`config.mk`:
```
export PLATFORM = sky130hd
export DESIGN_NAME = vga_buffer_writer
export DESIGN_NICKNAME = d
export VERILOG_FILES = /design/src/rtl/vga_buffer_writer.sv
export SDC_FILE = /design/constraint.sdc
export NUM_CORES = 1
export LEC_CHECK = 0
export ABC_AREA = 1
export CAP_MARGIN = 20
export CORE_MARGIN = 5
export CORE_UTILIZATION = 54
export CTS_CLUSTER_DIAMETER = 60
export DETAILED_ROUTE_END_ITERATION = 8
export PLACE_DENSITY = 0.85
export SYNTH_ARGS = -nofsm -noshare
export SYNTH_HDL_FRONTEND = slang
export SYNTH_SLANG_ARGS = --single-unit
```
`constraint.sdc`:
```
create_clock -name clk -period 2.81 [get_ports clk]
set_input_delay 0.281 -clock clk [delete_from_list [all_inputs] [get_ports clk]]
set_output_delay 0.281 -clock clk [all_outputs]
set_load 0.005 [all_outputs]
```
`src/rtl/vga_buffer_writer.sv`:
```
// Frame-buffer write engine: accepts draw commands and sweeps full-screen clears. A command write appears one cycle after it is accepted.
// Backpressure: cmd_ready is low while a clear is requested or in progress, and out-of-range commands are dropped with an oob pulse.
`ifndef VGA_H_BITS
`define VGA_H_BITS 7
`endif
`ifndef VGA_V_BITS
`define VGA_V_BITS 9
`endif
`ifndef VGA_COLS
`define VGA_COLS 80
`endif
`ifndef VGA_ROWS
`define VGA_ROWS 480
`endif
`ifndef BYTE_BITS
`define BYTE_BITS 8
`endif

module vga_buffer_writer #(
    parameter int H_BITS = `VGA_H_BITS,
    parameter int V_BITS = `VGA_V_BITS,
    parameter int COLS   = `VGA_COLS,
    parameter int ROWS   = `VGA_ROWS
) (
    input  logic                    clk,
    input  logic                    reset,
    input  logic                    cmd_valid,
    output logic                    cmd_ready,
    input  logic [H_BITS-1:0]       cmd_x,
    input  logic [V_BITS-1:0]       cmd_y,
    input  logic [`BYTE_BITS-1:0]   cmd_byte,
    input  logic                    clr_req,
    input  logic [`BYTE_BITS-1:0]   clr_byte,
    output logic                    busy,
    output logic                    clr_done,
    output logic                    oob,
    output logic                    wr_en,
    output logic [H_BITS-1:0]       wr_x,
    output logic [V_BITS-1:0]       wr_y,
    output logic [`BYTE_BITS-1:0]   byte_in
);

    localparam logic [H_BITS-1:0] LAST_X = H_BITS'(COLS - 1);
    localparam logic [V_BITS-1:0] LAST_Y = V_BITS'(ROWS - 1);

    typedef enum logic {S_IDLE, S_CLEAR} state_t;

    state_t                  r_state;
    logic [H_BITS-1:0]       r_cnt_x;
    logic [V_BITS-1:0]       r_cnt_y;
    logic [`BYTE_BITS-1:0]   r_fill;
    logic                    r_wr_en;
    logic [H_BITS-1:0]       r_wr_x;
    logic [V_BITS-1:0]       r_wr_y;
    logic [`BYTE_BITS-1:0]   r_byte;
    logic                    r_busy;
    logic                    r_clr_done;
    logic                    r_oob;

    logic [H_BITS-1:0]       w_nx;
    logic [V_BITS-1:0]       w_ny;
    logic                    w_cnt_last;
    logic                    w_nx_last;
    logic                    w_in_range;

    assign cmd_ready = (r_state == S_IDLE) & ~clr_req;

    // Widen before comparing so COLS/ROWS beyond the coordinate width still work.
    assign w_in_range = (32'(cmd_x) < 32'(COLS)) && (32'(cmd_y) < 32'(ROWS));

    always_comb begin
        w_nx = r_cnt_x + 1'b1;
        w_ny = r_cnt_y;
        if (r_cnt_x == LAST_X) begin
            w_nx = '0;
            w_ny = r_cnt_y + 1'b1;
        end
        w_cnt_last = (r_cnt_x == LAST_X) && (r_cnt_y == LAST_Y);
        w_nx_last  = (w_nx == LAST_X) && (w_ny == LAST_Y);
    end

    // Counters hold the position currently on the write port during CLEAR.
    always_ff @(posedge clk or posedge reset) begin
        if (reset) begin
            r_state    <= S_IDLE;
            r_cnt_x    <= '0;
            r_cnt_y    <= '0;
            r_fill     <= '0;
            r_wr_en    <= 1'b0;
            r_wr_x     <= '0;
            r_wr_y     <= '0;
            r_byte     <= '0;
            r_busy     <= 1'b0;
            r_clr_done <= 1'b0;
            r_oob      <= 1'b0;
        end else begin
            case (r_state)
                S_IDLE: begin
                    r_oob      <= 1'b0;
                    r_clr_done <= 1'b0;
                    r_busy     <= 1'b0;
                    r_wr_en    <= 1'b0;
                    if (clr_req) begin
                        r_state    <= S_CLEAR;
                        r_fill     <= clr_byte;
                        r_cnt_x    <= '0;
                        r_cnt_y    <= '0;
                        r_wr_en    <= 1'b1;
                        r_wr_x     <= '0;
                        r_wr_y     <= '0;
                        r_byte     <= clr_byte;
                        r_busy     <= 1'b1;
                        r_clr_done <= (LAST_X == '0) && (LAST_Y == '0);
                    end else if (cmd_valid && cmd_ready) begin
                        if (w_in_range) begin
                            r_wr_en <= 1'b1;
                            r_wr_x  <= cmd_x;
                            r_wr_y  <= cmd_y;
                            r_byte  <= cmd_byte;
                        end else begin
                            r_oob   <= 1'b1;
                        end
                    end
                end
                S_CLEAR: begin
                    r_oob <= 1'b0;
                    if (w_cnt_last) begin
                        r_state    <= S_IDLE;
                        r_wr_en    <= 1'b0;
                        r_busy     <= 1'b0;
                        r_clr_done <= 1'b0;
                    end else begin
                        r_cnt_x    <= w_nx;
                        r_cnt_y    <= w_ny;
                        r_wr_en    <= 1'b1;
                        r_wr_x     <= w_nx;
                        r_wr_y     <= w_ny;
                        r_byte     <= r_fill;
                        r_busy     <= 1'b1;
                        r_clr_done <= w_nx_last;
                    end
                end
                default: r_state <= S_IDLE;
            endcase
        end
    end

    assign busy     = r_busy;
    assign clr_done = r_clr_done;
    assign oob      = r_oob;
    assign wr_en    = r_wr_en;
    assign wr_x     = r_wr_x;
    assign wr_y     = r_wr_y;
    assign byte_in  = r_byte;

endmodule

```
==> impl_metrics.tcl <==
set metrics [dict create \
    worstPathCellList "ha_1 -> nand3_2 -> nor2_2 -> buf_4 -> nand2_2 -> inv_2 -> nand2_2 -> nand2_4 -> nand2_4 -> nand2_1 -> nand2_1" \
    fmax_ghz 0.473 \
    tns_ps 0 \
    cap_violations 0 \
    clk_latency_ps 320 \
    viasPerCell 5.36 \
    netlist_top_cells_area "dfrtp_1, nand2_1, nand3_1, o21ai_0, inv_1" \
    final_util 0.703 \
    dp_slack_ps 605 \
    via_count 2707 \
    power_density_nw_per_um2 394 \
    synth-simple-area-share 0.358 \
    drtIter0Drc 226 \
    worstPathRequired_ps 3030 \
    synth.net_count 411 \
    dieArea_um2 6730 \
    ys_warn_count 0 \
    total_power_mw 1.41 \
    cts_tree "done" \
    ys_ff_latch 52 \
    ctsResizeCount 0 \
    setup_violations 0 \
    synthCells 372 \
    r2r_slack_ps 700 \
    synth_top_area_share 0.464 \
    wire_per_inst_um 14.7 \
    post-cts-setup-buffers 0 \
    layout-drive-gt1-share 0.0828 \
    post-dp-hpwl_mm 5.47 \
    setup_ws_ps 697 \
    cts-root-buf "clkbuf_8" \
    dieHeight_um 82.1 \
    finalHoldViolations 0 \
    r2r_start "r_cnt_x[1]$_DFFE_PP0P_" \
    track_usage 0.235 \
    drcViolationCount 0 \
    synth_xor_area_frac 0.00312 \
    yosysUniqueCellTypes 25 \
    worst_pin_slew_ps 656 \
    power.leakage_nw 1.66 \
    rr_worst_depth 11 \
    antenna_found_initial 0 \
    crit_family "simple AND/OR/NAND/NOR gates" \
    firstDrtPassIters 5 \
    period_minus_slack_ps 2110 \
    start_util 0.553 \
    ir_drop_mv 0.220 \
    cp_slowest_cell "dfrtp_1" \
    period_share 0.752 \
    drv_slew 0 \
    grt_overflow 0 \
    crit_path_start_kind "register" \
    rsz0062_at_grt "no" \
    syn_to_final_growth_pct 27.2 \
    cts_sinks 52 \
    n_antenna_cell 0 \
    max_stage_delay_ps 430 \
    gp_congestion 0.891 \
    ant_nets 0 \
    grt_max_degree 53 \
    critPathKind "register to register" \
    crit_fanout 27 \
    grtUsageMet3 0.0504 \
    cts_buffer_depth 2 \
    ctsHtreeMaxLevel 2 \
    core_area_um2 5070 \
    grt_pass1_vias 2615 \
    outcome "complete, no violations" \
    synth_largest_area_cell "dfrtp_1" \
    num_io_pins 65 \
    die_x_um 82.1 \
    cp.arrival_ps 2330 \
    ys_seq_area_frac 0.464 \
    synth_compound_area_frac 0.0897 \
    syn-cell-area_um2 2800 \
    path_buf_inv 2 \
    hold_buffers 0 \
    met1_usage 0.322 \
    io_buffer_count 64 \
    numCtsBuffers 5 \
    postSynthAreaPerCell_um2 7.54 \
    min_path_type "input pin to async pin" \
    routed_wl_mm 7.41 \
    row_count 26 \
    top_usage_layer "met2" \
    synth_top_family_by_area "simple AND/OR/NAND/NOR gates" \
    clkTransAtPathRegs_ps 100 \
    grt_pass1_wl_mm 12.1 \
    fin_skew_ps 4.94 \
    end_kind "register" \
    synthMuxAreaShare 0 \
    synth_fa_ha_area_frac 0.0134 \
    nNetsFinal 473 \
    relSlewSlack 0.563 \
    timing.rr.end "wr_y[7]$_DFFE_PP0P_" \
    grt.met2_usage 0.384 \
]
-- how the worst max path moves through the flow --
stage	slack (ps)	from	cells past startpoint	to
global placement	700	clr_req	8	wr_y[8]$_DFFE_PP0P_
global route	490	r_cnt_x[1]$_DFFE_PP0P_	11	wr_y[7]$_DFFE_PP0P_
CTS	710	r_cnt_x[1]$_DFFE_PP0P_	11	wr_y[7]$_DFFE_PP0P_
detailed placement	610	clr_req	8	wr_y[7]$_DFFE_PP0P_
floorplan	1250	r_cnt_x[1]$_DFFE_PP0P_	9	r_cnt_y[7]$_DFFE_PP0P_
finish	700	r_cnt_x[1]$_DFFE_PP0P_	11	wr_y[7]$_DFFE_PP0P_
-- layout make-up --
cell class | instances | area (µm²)
inverter | 30 | 113
timing repair buffer | 68 | 671
clock buffer | 5 | 68.8
fill | 441 | 1510
tap | 70 | 87.6
clock inverter | 3 | 25.0
sequential | 52 | 1300
multi-input combinational | 277 | 1300
-- cells in the mapped netlist --
master,count
nand3_1,42
o211ai_1,8
nor2_4,2
nor2_2,2
dfrtp_1,52
nand2_4,2
buf_6,3
nand2_2,6
xnor2_1,1
o21ai_0,25
o21ai_2,4
o21ai_1,2
a21oi_4,1
inv_2,4
buf_4,3
buf_2,5
nand4_1,6
nor2_1,16
a21oi_1,1
ha_1,3
nand2_1,154
nor4_2,1
inv_1,26
nand3_2,1
clkbuf_1,2
-- per-layer routing --
metal  up-vias  part of all wire
li1       1321                 -
met1      1246              0.43
met2       131              0.48
met3         9             0.088
met4         0             0.010
met5         -                 0
-- through the flow --
stage               hold slack (ps)  cells  cell area (µm²)
finish                          443    505             3570
global route                    509    505             3570
CTS                             482    505             3570
detailed placement              502    497             3470
global placement                493    497             3470
floorplan                       421    372             2800
-- worst min-delay path, cell delays in order --
cell	delay, ps
clkdlybuf4s50_1	410
inv_2	50
buf_4	520
-- sequential cells by signal (all words and copies together), names as in the netlist --
signal and flops:
r_cnt_y 9, r_fill 8, clr_done 1, oob 1, byte_in 8, wr_en 1
wr_x 7, busy 1, r_cnt_x 7, wr_y 9
-- power by group --
group / switching, mW / internal (mW)
Combinational: 0.0655 / 0.0856
Clock: 0.281 / 0.182
Sequential: 0.0181 / 0.773
Total: 0.365 / 1.04
-- kinds of logic (layout without fill, tap and decap cells) --
| family | after synthesis | count (layout) |
|---|---|---|
| buffers and inverters | 43 | 106 |
| flip-flops | 52 | 52 |
| XOR/XNOR | 1 | 1 |
| AO/OA/AOI/OAI | 41 | 41 |
| adder cells (fa/ha/maj) | 3 | 3 |
| AND/OR/NAND/NOR | 232 | 232 |
-- layout by cell type (no fill, tap or decap), types with 5 or more instances in the layout --
cell and n:
nand4_1 6, inv_1 25, dfrtp_1 52, o211ai_1 8
nand2_1 154, clkdlybuf4s50_1 64, nand2_2 6, inv_2 5
nand3_1 42, nor2_1 16, clkbuf_8 5, o21ai_0 25
(Power assumes the default switching activity.)
